[config.mk]
export PLATFORM = sky130hd
export DESIGN_NAME = mux_sel_arbiter
export DESIGN_NICKNAME = d
export VERILOG_FILES = /design/src/rtl/mux_arb_pkg.sv /design/src/rtl/mux_sel_arbiter_rr_pick.sv /design/src/rtl/mux_sel_arbiter.sv
export SDC_FILE = /design/constraint.sdc
export NUM_CORES = 1
export LEC_CHECK = 0
export CAP_MARGIN = 20
export CORE_MARGIN = 4
export CORE_UTILIZATION = 45
export DETAILED_ROUTE_END_ITERATION = 16
export GPL_TIMING_DRIVEN = 0
export PLACE_DENSITY = 0.76
export SETUP_SLACK_MARGIN = 0.2
export SLEW_MARGIN = 20
export SYNTH_ARGS = -nofsm -noshare
export SYNTH_HDL_FRONTEND = slang
export SYNTH_HIERARCHICAL = 1
export SYNTH_SLANG_ARGS = --single-unit
[constraint.sdc]
create_clock -name clk -period 2.14 [get_ports clk]
set_input_delay 0.321 -clock clk [delete_from_list [all_inputs] [get_ports clk]]
set_output_delay 0.321 -clock clk [all_outputs]
set_load 0.005 [all_outputs]
[src/rtl/mux_arb_pkg.sv]
// ============================================================================
// Module   : mux_arb_pkg
// Brief    : Shared constants, FSM state type and one-hot helper for the
//            round-robin mux select arbiter.
// Revision : 1.0 - initial release
// ============================================================================
`default_nettype none

package mux_arb_pkg;

  localparam int NREQ  = 4;
  localparam int SEL_W = 2;

  typedef enum logic [0:0] {
    IDLE  = 1'b0,
    GRANT = 1'b1
  } state_t;

  function automatic logic [NREQ-1:0] onehot(input logic [SEL_W-1:0] idx);
    return NREQ'(1) << idx;
  endfunction

endpackage

`default_nettype wire

[src/rtl/mux_sel_arbiter_rr_pick.sv]
// ============================================================================
// Module   : rr_pick
// Brief    : Combinational round-robin search: first set request at or after
//            ptr (mod 4), plus a found flag.
// Revision : 1.0 - initial release
// ============================================================================
`default_nettype none

module rr_pick
  import mux_arb_pkg::*;
(
  input  logic [NREQ-1:0]  req,
  input  logic [SEL_W-1:0] ptr,
  output logic [SEL_W-1:0] idx,
  output logic             found
);

  logic [SEL_W-1:0] w_cand;

  // Scan from farthest to nearest so the nearest set bit wins.
  always_comb begin
    idx    = '0;
    found  = 1'b0;
    w_cand = '0;
    for (int k = NREQ - 1; k >= 0; k--) begin
      w_cand = ptr + SEL_W'(k);
      if (req[w_cand]) begin
        idx   = w_cand;
        found = 1'b1;
      end
    end
  end

endmodule

`default_nettype wire

[src/rtl/mux_sel_arbiter.sv]
// ============================================================================
// Module   : mux_sel_arbiter
// Brief    : Round-robin arbiter with bounded tenure driving the select and
//            registered output of a shared 4:1 data mux.
// Revision : 1.0 - initial release
// ============================================================================
`default_nettype none

module mux_sel_arbiter
  import mux_arb_pkg::*;
#(
  parameter int MAX_HOLD = 4,
  parameter int CNT_W    = 3
) (
  input  logic             clk,
  input  logic             rst_n,
  input  logic [NREQ-1:0]  req,
  input  logic [NREQ-1:0]  din,
  output logic [NREQ-1:0]  gnt,
  output logic [SEL_W-1:0] sel,
  output logic             out,
  output logic             out_vld
);

  localparam logic [CNT_W-1:0] c_max_hold = CNT_W'(MAX_HOLD);

  state_t           r_state, w_state_nxt;
  logic [NREQ-1:0]  r_gnt, w_gnt_nxt;
  logic [SEL_W-1:0] r_sel, w_sel_nxt;
  logic [SEL_W-1:0] r_ptr, w_ptr_nxt;
  logic [CNT_W-1:0] r_cnt, w_cnt_nxt;
  logic             r_out, r_vld;

  logic [NREQ-1:0]  w_others, w_pick_req;
  logic [SEL_W-1:0] w_pick_idx;
  logic             w_pick_found, w_at_limit, w_keep;

  assign w_others   = req & ~onehot(r_sel);
  assign w_pick_req = (r_state == IDLE) ? req : w_others;
  assign w_at_limit = (r_cnt >= c_max_hold);
  // The holder stays while it still requests and is under budget, or nobody else waits.
  assign w_keep     = req[r_sel] && (!w_at_limit || (w_others == '0));

  rr_pick u_pick (
    .req   (w_pick_req),
    .ptr   (r_ptr),
    .idx   (w_pick_idx),
    .found (w_pick_found)
  );

  always_ff @(posedge clk) begin
    if (!rst_n) r_state <= IDLE;
    else        r_state <= w_state_nxt;
  end

  always_comb begin
    w_state_nxt = r_state;
    case (r_state)
      IDLE:    if (w_pick_found) w_state_nxt = GRANT;
      GRANT:   if (!w_keep && !w_pick_found) w_state_nxt = IDLE;
      default: w_state_nxt = IDLE;
    endcase
  end

  always_comb begin
    w_gnt_nxt = '0;
    w_sel_nxt = r_sel;
    w_cnt_nxt = '0;
    w_ptr_nxt = r_ptr;
    case (r_state)
      IDLE: begin
        if (w_pick_found) begin
          w_gnt_nxt = onehot(w_pick_idx);
          w_sel_nxt = w_pick_idx;
          w_cnt_nxt = CNT_W'(1);
          w_ptr_nxt = w_pick_idx + SEL_W'(1);
        end
      end
      GRANT: begin
        if (w_keep) begin
          w_gnt_nxt = onehot(r_sel);
          w_cnt_nxt = w_at_limit ? CNT_W'(1) : r_cnt + CNT_W'(1);
        end else if (w_pick_found) begin
          w_gnt_nxt = onehot(w_pick_idx);
          w_sel_nxt = w_pick_idx;
          w_cnt_nxt = CNT_W'(1);
          w_ptr_nxt = w_pick_idx + SEL_W'(1);
        end
      end
      default: ;
    endcase
  end

  always_ff @(posedge clk) begin
    if (!rst_n) begin
      r_gnt <= '0;
      r_sel <= '0;
      r_cnt <= '0;
      r_ptr <= '0;
      r_out <= 1'b0;
      r_vld <= 1'b0;
    end else begin
      r_gnt <= w_gnt_nxt;
      r_sel <= w_sel_nxt;
      r_cnt <= w_cnt_nxt;
      r_ptr <= w_ptr_nxt;
      if (|r_gnt) r_out <= din[r_sel];
      r_vld <= |r_gnt;
    end
  end

  assign gnt     = r_gnt;
  assign sel     = r_sel;
  assign out     = r_out;
  assign out_vld = r_vld;

endmodule

`default_nettype wire

# After elaboration in Yosys (flattened, before gate mapping)
# Index checks and enable logic that the tools add are counted.
# W data, S select, Z words.
# op_classes
n_addsub,5
order_cmp,6
n_eq_ne,1
shifts,2
muxes,37
bitwise,3
reduce_logical,8
# op_table
op,count
$mux W2,8
$lt A2 B3 Y1 const B,5
$mux W1,13
$bmux W1 S2,6
$mux W4,3
$pmux W2 S2,2
$pmux W4 S2,1
$shl A1 B2 Y4 const A,2
$mux W3,2
$pmux W3 S2,1
$add A2 B1 Y2 const B,2
$add A2 B2 Y2 const B,2
$and A4 B4 Y4,1
$logic_not A4 Y1,1
$not A4 Y4,1
$reduce_or A4 Y1,1
$add A3 B1 Y3 const B,1
$ge A3 B3 Y1 const B,1
$logic_not A1 Y1,3
$logic_and A1 B1 Y1,2
$ne A2 B2 Y1 const B,1
$pmux W1 S2,1
$logic_or A1 B1 Y1,1
$not A1 Y1,1
# totals
ff_bits,14

# Depth between registers and ports, before layout
# Gate-level depths: netlist (run 1).
# depth
ltp_word,14
ltp_mapped,10
mapped_depth_nobuf,9

# Hierarchy
# Netlist (run 1), hierarchy kept.
# modules_own_cells
module,instances,cells_each,area_per_inst_um2,seq_area_each_um2
mux_sel_arbiter,1,83,828.3,280.3
rr_pick,1,13,77.6,0.0

# Least setup slack after synthesis (run 1)
# Ideal clock, no wire load.
# synth_path
kind,register to register
start,"reg r_sel[0], in the netlist sel[0]"
end,reg r_ptr[0]
setup_ps,72
arrival_time_ps,1830
required_time_ps,2068
setup_slack_ps,238
path_stages_with_launch,10
n_path_buf,2
period_less_slack_ps,1902
path_cell_list,dfxtp_1 > buf_6 > nor2b_1 > a21oi_1 > nor2_1 > nand2_1 > buf_1 > and2_1 > a32oi_4 > mux2i_1
# synth_via
word_cells_on_any_way,30
# synth_rtl
item,line,source
start: declaration,mux_sel_arbiter.sv:29,"logic [SEL_W-1:0] r_sel, w_sel_nxt;"
start signal: assignment,mux_sel_arbiter.sv:104,r_sel <= w_sel_nxt;
$shl A1 B2 Y4 (*),mux_arb_pkg.sv:20,return NREQ'(1) << idx;
$not A4 Y4 (*),mux_sel_arbiter.sv:38,assign w_others = req & ~onehot(r_sel);
$and A4 B4 Y4 (*),mux_sel_arbiter.sv:38,
$mux W4 (*),mux_sel_arbiter.sv:39,assign w_pick_req = (r_state == IDLE) ? req : w_others;
named net w_pick_req[1],mux_sel_arbiter.sv:34,"logic [NREQ-1:0] w_others, w_pick_req;"
$bmux W1 S2,mux_sel_arbiter_rr_pick.sv:27,if (req[w_cand]) begin
$mux W1 (not written as such),mux_sel_arbiter_rr_pick.sv:27,
$mux W1 (3 in series),mux_sel_arbiter_rr_pick.sv:27,
$mux W1 (*),mux_sel_arbiter_rr_pick.sv:27,
named net w_pick_found,mux_sel_arbiter.sv:36,"logic w_pick_found, w_at_limit, w_keep;"
$mux W2 (*),"mux_sel_arbiter.sv:72, mux_sel_arbiter.sv:83",
$mux W2,mux_sel_arbiter.sv:80,if (w_keep) begin
$pmux W2 S2 (*),mux_sel_arbiter.sv:70,case (r_state)
end signal: assignment,mux_sel_arbiter.sv:106,r_ptr <= w_ptr_nxt;
end: declaration,mux_sel_arbiter.sv:30,"logic [SEL_W-1:0] r_ptr, w_ptr_nxt;"
# Mark *: on every way through the listed nets, which the timed path passes. The rest lies on a longest branch. The select of a mux whose other input is x is not followed.
# A chain may end at the register's enable or synchronous reset.

# Final worst setup path (run 1)
# layout_path
start,in req[1]
end,"reg r_gnt[2], in the netlist gnt[2]"
# layout_via
elab_chain_len,12
word_cells_on_any_way,27
# layout_lines
item,line,source
start: declaration,mux_sel_arbiter.sv:17,"input logic [NREQ-1:0] req,"
$and A4 B4 Y4,mux_sel_arbiter.sv:38,
$mux W4 (*),mux_sel_arbiter.sv:39,
named net w_pick_req[1],mux_sel_arbiter.sv:34,
$bmux W1 S2,mux_sel_arbiter_rr_pick.sv:27,
$mux W1 (not written as such),mux_sel_arbiter_rr_pick.sv:27,
$mux W2 (3 in series),mux_sel_arbiter_rr_pick.sv:27,
$mux W2 (*),mux_sel_arbiter_rr_pick.sv:27,
named net w_pick_idx[1],mux_sel_arbiter.sv:35,logic [SEL_W-1:0] w_pick_idx;
$shl A1 B2 Y4 (*),mux_arb_pkg.sv:20,
$mux W4 (*),"mux_sel_arbiter.sv:72, mux_sel_arbiter.sv:83",
$mux W4,mux_sel_arbiter.sv:80,
$pmux W4 S2 (*),mux_sel_arbiter.sv:70,
end signal: assignment,mux_sel_arbiter.sv:103,r_gnt <= w_gnt_nxt;
end: declaration,mux_sel_arbiter.sv:28,"logic [NREQ-1:0] r_gnt, w_gnt_nxt;"
# Marked as above.

==> flow_results.xml, run 1 <==
<?xml version="1.0" encoding="UTF-8"?>
<metrics>
  <group name="timing">
    <metric name="timing.slew.headroom" unit="%">70.5</metric>
    <metric name="period_minus_slack" unit="ns">1.86</metric>
    <metric name="rsz0062_at_grt" unit="">true</metric>
    <metric name="final_hold_viols" unit="">0</metric>
    <metric name="max_freq" unit="MHz">537</metric>
    <metric name="finalWorstSetupSlack" unit="ns">0.279</metric>
    <metric name="layout_worst_path_cycle_share" unit="%">87.0</metric>
    <metric name="report.final.setup_viol" unit="">0</metric>
    <metric name="slew_violations" unit="">0</metric>
    <metric name="finalClockSkew" unit="ns">0.00522</metric>
    <metric name="worst_slew_pin_slew" unit="ns">0.443</metric>
    <metric name="holdWs" unit="ns">0.530</metric>
  </group>
  <group name="final_layout">
    <metric name="final_cells" unit="">155</metric>
    <metric name="nNetsFinal" unit="">147</metric>
    <metric name="post_route_cells_drive_above_1_share" unit="%">29.2</metric>
    <metric name="number_of_antenna_repair_diodes" unit="">0</metric>
    <metric name="final_core_utilization" unit="%">71.9</metric>
    <metric name="syn_to_final_growth" unit="%">44.5</metric>
    <metric name="fillerInstances" unit="">142</metric>
  </group>
  <group name="grt">
    <metric name="antenna_found_initial" unit="">0</metric>
    <metric name="grt_usage" unit="%">15.8</metric>
    <metric name="gr-max-usage-layer" unit="">met2</metric>
    <metric name="groute.layer.met3.usage" unit="%">3.38</metric>
    <metric name="globalRoute.totalOverflow" unit="">0</metric>
    <metric name="grt_pass1_wl" unit="um">3190</metric>
    <metric name="number_of_global_route_vias_before_repair" unit="">727</metric>
    <metric name="grt_start_max_net_pins" unit="">11</metric>
    <metric name="met1_usage" unit="%">17.5</metric>
    <metric name="gr-usage-met2" unit="%">29.5</metric>
  </group>
  <group name="place">
    <metric name="post-place-ws" unit="ns">-0.258</metric>
    <metric name="place.detailed.hpwl" unit="um">1470</metric>
    <metric name="placement.io_buffers" unit="">17</metric>
    <metric name="dp_cells" unit="">138</metric>
    <metric name="routabilityCongestion" unit="">0.764</metric>
  </group>
  <group name="worst_hold_path">
    <metric name="hold_crit_depth" unit="">2</metric>
    <metric name="timing.hold.worst.class" unit="">reg2reg</metric>
  </group>
  <group name="pwr">
    <metric name="net-switching-power" unit="W">0.000360</metric>
    <metric name="combinational_fraction_of_design_power" unit="%">48.4</metric>
    <metric name="p_sw_share" unit="%">33.8</metric>
    <metric name="proportion_of_power_drawn_by_the_clock_network" unit="%">18.1</metric>
    <metric name="power.internal" unit="W">0.000705</metric>
    <metric name="leakage" unit="nW">0.536</metric>
    <metric name="peakVddDrop" unit="mV">0.570</metric>
    <metric name="power_per_cell_area" unit="nW/um2">814</metric>
    <metric name="p_seq_share" unit="%">33.5</metric>
  </group>
  <group name="synth">
    <metric name="synth_async_reset_ratio" unit="%">0</metric>
    <metric name="synth_seq_area_share" unit="%">30.9</metric>
    <metric name="post_synth_instance_area" unit="um2">906</metric>
    <metric name="yosys_register_bits" unit="">14</metric>
    <metric name="synth_top_cells_by_area" unit="">dfxtp_1 (31%), mux2i_1 (12%), ha_1 (8.3%)</metric>
    <metric name="synth_enable_flop_cells" unit="">0</metric>
    <metric name="synth_cell_types" unit="">32</metric>
    <metric name="syn-instance-count" unit="">96</metric>
    <metric name="synth_largest_area_cell" unit="">dfxtp_1</metric>
    <metric name="synth_flop_cell" unit="">dfxtp_1</metric>
    <metric name="post_synthesis_net_count" unit="">112</metric>
    <metric name="yosysTopAreaCellShare" unit="%">30.9</metric>
    <metric name="syn-mean-instance-area" unit="um2">9.44</metric>
    <metric name="yosys.cell_count.top_type" unit="">dfxtp_1</metric>
    <metric name="yosysWarningCount" unit="">6</metric>
    <metric name="synth.cells.most_frequent" unit="">dfxtp_1 (14), nand2_1 (13), mux2i_1 (11), nor2_1 (7)</metric>
  </group>
  <group name="clocking">
    <metric name="htree_depth" unit="">1</metric>
    <metric name="root_buffer" unit="">clkbuf_4</metric>
    <metric name="tritoncts_clock_tree" unit="">yes</metric>
    <metric name="cts_num_sinks" unit="">14</metric>
    <metric name="clock_latency" unit="ns">0.28</metric>
    <metric name="ctsLongestPathBuffers" unit="">2</metric>
    <metric name="cts_made_buffers" unit="">3</metric>
    <metric name="cts.reportedPaths.clkPinSlew" unit="ns">0.09</metric>
    <metric name="hold_buffer_count_at_cts" unit="">0</metric>
  </group>
  <group name="worst_setup_path">
    <metric name="cp_data_required_time" unit="ns">2.31</metric>
    <metric name="arrival" unit="ns">2.03</metric>
    <metric name="crit_path_category" unit="">in2reg</metric>
    <metric name="critical_path.endpoint_type" unit="">register</metric>
    <metric name="startpoint_type" unit="">input pin</metric>
    <metric name="worstPathMaxFanout" unit="">3</metric>
    <metric name="ff2ff_path_depth" unit="">9</metric>
  </group>
  <group name="route">
    <metric name="antenna_violating_nets_post_route" unit="">0</metric>
    <metric name="wl_per_cell" unit="um">13.9</metric>
    <metric name="drt_iter0_markers" unit="">18</metric>
    <metric name="num_vias" unit="">810</metric>
    <metric name="detail_route.drc_violations" unit="">0</metric>
    <metric name="postRouteWirelength" unit="um">2150</metric>
    <metric name="drt-pass1-iter-count" unit="">4</metric>
    <metric name="vias_per_cell" unit="">5.23</metric>
  </group>
  <group name="floorplanning">
    <metric name="pin_count" unit="">18</metric>
    <metric name="fp.dieH" unit="um">52.9</metric>
    <metric name="die-area" unit="um2">2790</metric>
    <metric name="placementRows" unit="">15</metric>
    <metric name="core_area" unit="um2">1820</metric>
    <metric name="floorplan.die.width" unit="um">52.9</metric>
    <metric name="floorplan.initialDensity" unit="%">49.8</metric>
  </group>
  <group name="status">
    <metric name="run_status" unit="">finished, final reports clean</metric>
  </group>
  <group name="run">
    <metric name="maxCapViolCount" unit="">0</metric>
  </group>
</metrics>
==> worst max-delay path: stages <==
cell and delay [ns]:
clkdlybuf4s50_1 0.50, inv_1 0.11, a21oi_4 0.17, nor2_2 0.07
buf_4 0.13, a211oi_1 0.17, nor2_1 0.10, buf_4 0.15
ha_1 0.16, nand3_1 0.07, mux2i_1 0.07
==> cell type report <==
type | count | area (um2) | share of cell area, %
multi-input combinational | 71 | 626 | 47.8
sequential | 14 | 284 | 21.7
timing repair buffer | 30 | 268 | 20.5
buffer | 5 | 41.3 | 3.15
clock buffer | 4 | 36.3 | 2.77
tap | 25 | 31.3 | 2.39
inverter | 6 | 22.5 | 1.72
==> cell usage in the layout (no fill, tap or decap), drive strengths merged <==
master / netlist / routed
clkdlybuf4s50: 0 / 17
buf: 3 / 16
nand2: 14 / 14
dfxtp: 14 / 14
mux2i: 11 / 11
nor2: 7 / 7
inv: 6 / 6
ha: 6 / 6
clkbuf: 2 / 6
nand3: 5 / 5
nor2b: 3 / 3
a31oi: 2 / 2
nand3b: 2 / 2
nor3b: 2 / 2
o21a: 2 / 2
and3: 2 / 2
nand2b: 2 / 2
a21oi: 2 / 2
a32oi: 2 / 2
mux4: 2 / 2
a211oi: 2 / 2
a21boi: 1 / 1
and2: 1 / 1
o31ai: 1 / 1
o21ba: 1 / 1
nor4: 1 / 1
==> power groups by stage <==
stage	combinational, W	clock (W)	sequential (W)
finish	0.000516	0.000193	0.000356
detailed placement	0.000406	0	0.000358
global route	0.000565	0.000212	0.000364
global placement	0.000398	0	0.000353
CTS	0.000461	0.000196	0.000353
floorplan	0.000268	0	0.000355
==> metrics by stage <==
stage               area, um2  setup TNS, ns  power [W]
floorplan                 906              0   0.000623
global placement         1110          -1.05   0.000751
detailed placement       1110          -1.43   0.000764
CTS                      1200              0    0.00101
global route             1310              0    0.00114
finish                   1310              0    0.00106
==> worst paths after layout <==
kind | start | end | slack [ns]
min | r_ptr[0] | r_ptr[0] | 0.53
max reg2reg | sel[0] | sel[1] | 0.30
max | req[1] | gnt[2] | 0.28
min reg2reg | r_ptr[0] | r_ptr[0] | 0.53
==> registers in the layout (all words and copies together) (netlist names) <==
register / flops
gnt: 4
r_cnt: 3
r_ptr: 2
sel: 2
out: 1
out_vld: 1
r_state: 1
==> cell families (layout without fill, tap and decap cells) <==
kind of cell / Yosys count / count (layout) / share of synthesized area, %
AO/OA/AOI/OAI: 13 / 13 / 15.6
flip-flops: 14 / 14 / 30.9
buffers and inverters: 11 / 45 / 5.80
adder cells (fa/ha/maj): 6 / 6 / 8.29
multiplexers: 13 / 13 / 17.5
AND/OR/NAND/NOR: 39 / 39 / 21.8
==> layer usage <==
metal / wire length (um) / vias up
li1: - / 403
met1: 957 / 395
met2: 1120 / 10
met3: 52 / 2
met4: 17 / 0
met5: 0 / -
==> what timing repair did <==
item,in CTS,in global routing
setup endpoints to repair,7,8
buffers inserted,5,8
gates resized for setup,7,14
pin swaps,4,3
Note: power is estimated with default switching activity, not from simulation.
==> run 2, diff against run 1 <==
- SKIP_CTS_REPAIR_TIMING: unset -> 1
- clock period: 2.14 -> 1.8 ns (I/O delays scaled with it)
==> run 2 against run 1 <==
Against the previous run: the run now ends with negative setup slack left; sequential power is 22% higher; worst hold slack worse by 0.0026 ns; clock skew hardly changed; first-iteration DRC count is 17% lower; count of clock-buffer cells in the layout is 1 lower; power is 30% higher; non-clock buffer count is 7 higher; final cell count is 3.9% higher; register-to-register slack worse by 0.38 ns; sequential share of layout area is 1.3 points lower; critical path type is now reg2reg; largest cell class unchanged.
==> flow_results.xml, run 2 (synthesis gave the netlist of run 1 again) <==
<?xml version="1.0" encoding="UTF-8"?>
<metrics>
  <group name="status">
    <metric name="run_status" unit="">complete, but fails checks</metric>
    <metric name="failed_checks" unit="">negative setup slack</metric>
  </group>
  <group name="pwr">
    <metric name="power_per_cell_area" unit="nW/um2">979</metric>
    <metric name="leakage" unit="nW">0.592</metric>
    <metric name="peakVddDrop" unit="mV">0.652</metric>
  </group>
  <group name="place">
    <metric name="placement.io_buffers" unit="">17</metric>
    <metric name="place.detailed.hpwl" unit="um">1570</metric>
    <metric name="routabilityCongestion" unit="">0.788</metric>
    <metric name="post-place-ws" unit="ns">-0.515</metric>
    <metric name="dp_cells" unit="">138</metric>
    <metric name="dpl-instance-area" unit="um2">1150</metric>
  </group>
  <group name="grt">
    <metric name="number_of_global_route_vias_before_repair" unit="">761</metric>
    <metric name="grt_start_max_net_pins" unit="">11</metric>
    <metric name="grt_usage" unit="%">16.2</metric>
    <metric name="grt_pass1_wl" unit="um">3260</metric>
    <metric name="globalRoute.totalOverflow" unit="">0</metric>
    <metric name="antenna_found_initial" unit="">0</metric>
  </group>
  <group name="clocking">
    <metric name="cts_num_sinks" unit="">14</metric>
    <metric name="clock_latency" unit="ns">0.28</metric>
    <metric name="root_buffer" unit="">clkbuf_4</metric>
    <metric name="cts_made_buffers" unit="">3</metric>
    <metric name="cts.reportedPaths.clkPinSlew" unit="ns">0.08</metric>
    <metric name="ctsLongestPathBuffers" unit="">2</metric>
    <metric name="htree_depth" unit="">1</metric>
    <metric name="tritoncts_clock_tree" unit="">yes</metric>
  </group>
  <group name="route">
    <metric name="wl_per_cell" unit="um">16.5</metric>
    <metric name="vias_per_cell" unit="">5.35</metric>
    <metric name="dr.max_layer_used" unit="">met4</metric>
    <metric name="antenna_violating_nets_post_route" unit="">0</metric>
    <metric name="wl_met3" unit="um">142</metric>
    <metric name="detail_route.drc_violations" unit="">0</metric>
    <metric name="num_vias" unit="">862</metric>
    <metric name="drt_iter0_markers" unit="">15</metric>
    <metric name="postRouteWirelength" unit="um">2650</metric>
    <metric name="m1WireLength" unit="um">1110</metric>
    <metric name="drt-pass1-iter-count" unit="">4</metric>
    <metric name="wl_met2" unit="um">1400</metric>
  </group>
  <group name="timing">
    <metric name="finalWorstSetupSlack" unit="ns">-0.0840</metric>
    <metric name="totalNegativeSetupSlack" unit="ns">-0.309</metric>
    <metric name="report.final.setup_viol" unit="">7</metric>
    <metric name="layout_worst_path_cycle_share" unit="%">105</metric>
    <metric name="worst_slew_pin_slew" unit="ns">0.467</metric>
    <metric name="timing.slew.headroom" unit="%">68.9</metric>
    <metric name="slew_violations" unit="">0</metric>
    <metric name="max_freq" unit="MHz">531</metric>
    <metric name="rsz0062_at_grt" unit="">true</metric>
    <metric name="holdWs" unit="ns">0.527</metric>
    <metric name="finalClockSkew" unit="ns">0.00561</metric>
    <metric name="final_hold_viols" unit="">0</metric>
    <metric name="period_minus_slack" unit="ns">1.88</metric>
  </group>
  <group name="floorplanning">
    <metric name="floorplan.initialDensity" unit="%">49.8</metric>
    <metric name="core_area" unit="um2">1820</metric>
    <metric name="fp.dieH" unit="um">52.9</metric>
    <metric name="placementRows" unit="">15</metric>
    <metric name="floorplan.die.width" unit="um">52.9</metric>
    <metric name="die-area" unit="um2">2790</metric>
    <metric name="pin_count" unit="">18</metric>
  </group>
  <group name="final_layout">
    <metric name="mostFrequentLayoutCell" unit="">clkdlybuf4s50_1</metric>
    <metric name="syn_to_final_growth" unit="%">56.4</metric>
    <metric name="largest_register_ffs" unit="">4</metric>
    <metric name="number_of_antenna_repair_diodes" unit="">0</metric>
    <metric name="post_route_cells_drive_above_1_share" unit="%">35.3</metric>
    <metric name="layout.cells.most_common_list" unit="">clkdlybuf4s50_1 (16), buf_4 (15), nand2_1 (12)</metric>
    <metric name="nNetsFinal" unit="">154</metric>
    <metric name="final_cells" unit="">161</metric>
    <metric name="finish.instance_area" unit="um2">1420</metric>
  </group>
  <group name="worst_setup_path">
    <metric name="slowest_delay" unit="ns">0.36</metric>
    <metric name="critical_path.top_delay_family" unit="">compound AO/OA/AOI/OAI gates</metric>
    <metric name="arrival" unit="ns">2.09</metric>
    <metric name="path_buf_inv" unit="">2</metric>
    <metric name="timing.critical_path.cells" unit="">buf_8 -&gt; nand2_2 -&gt; o21a_1 -&gt; nor2_2 -&gt; nand2_1 -&gt; buf_6 -&gt; and2_4 -&gt; a32oi_4 -&gt; mux2i_1</metric>
    <metric name="worstSetupStartpoint" unit="">sel[1]</metric>
    <metric name="startpoint_type" unit="">register</metric>
    <metric name="critical_path.endpoint_type" unit="">register</metric>
    <metric name="worstPathMaxFanout" unit="">5</metric>
    <metric name="crit_path_category" unit="">reg2reg</metric>
    <metric name="cp_data_required_time" unit="ns">2.01</metric>
    <metric name="worst_path_max_delay_cell" unit="">dfxtp_4</metric>
    <metric name="regToRegStartpoint" unit="">sel[1]</metric>
  </group>
  <group name="worst_hold_path">
    <metric name="timing.hold.worst.class" unit="">reg2reg</metric>
    <metric name="holdCritStartpoint" unit="">gnt[3]</metric>
  </group>
  <group name="run">
    <metric name="maxCapViolCount" unit="">0</metric>
  </group>
</metrics>
==> run 2: where the power goes <==
group	switching [W]	total [W]	leakage (nW)	internal (W)
logic	0.000327	0.000782	0.462	0.000456
clock network	0.0000933	0.000171	0.0138	0.0000776
registers	0.0000553	0.000433	0.117	0.000377
==> run 2: through the flow <==
| stage | total power [W] | utilization, % |
|---|---|---|
| 2_1_floorplan | 0.000774 | - |
| 3_3_place_gp | 0.000932 | 63.1 |
| 3_5_place_dp | 0.000960 | 63.1 |
| 4_1_cts | 0.00113 | 64.3 |
| 5_1_grt | 0.00148 | 77.8 |
| 6_report | 0.00139 | 77.8 |
==> run 2: tightest hold or removal path, stage by stage, from the launching register on <==
cell	delay (ns)
dfxtp_1	0.33
nor4_1	0.07
nor2b_1	0.10
==> run 2: per-layer routing <==
layer | vias up | global-route usage [%]
met5 | - | 0
met4 | 0 | 2.13
met3 | 2 | 6.48
met2 | 24 | 29.3
met1 | 420 | 18.1
li1 | 416 | -
==> run 2: cell type report <==
cell class | count | area [um2]
multi-input cells | 71 | 633
well taps | 25 | 31.3
flip-flops and latches | 14 | 289
plain buffers | 5 | 48.8
inverters | 6 | 22.5
fillers | 118 | 404
repair buffers | 37 | 369
clock buffers | 3 | 22.5
==> run 2: final timing paths <==
kind	end	slack, ns	depth (start not counted)
max	r_ptr[0]	-0.08	9
max reg2reg	r_ptr[0]	-0.08	9
min	out_vld	0.53	2
min reg2reg	out_vld	0.53	2
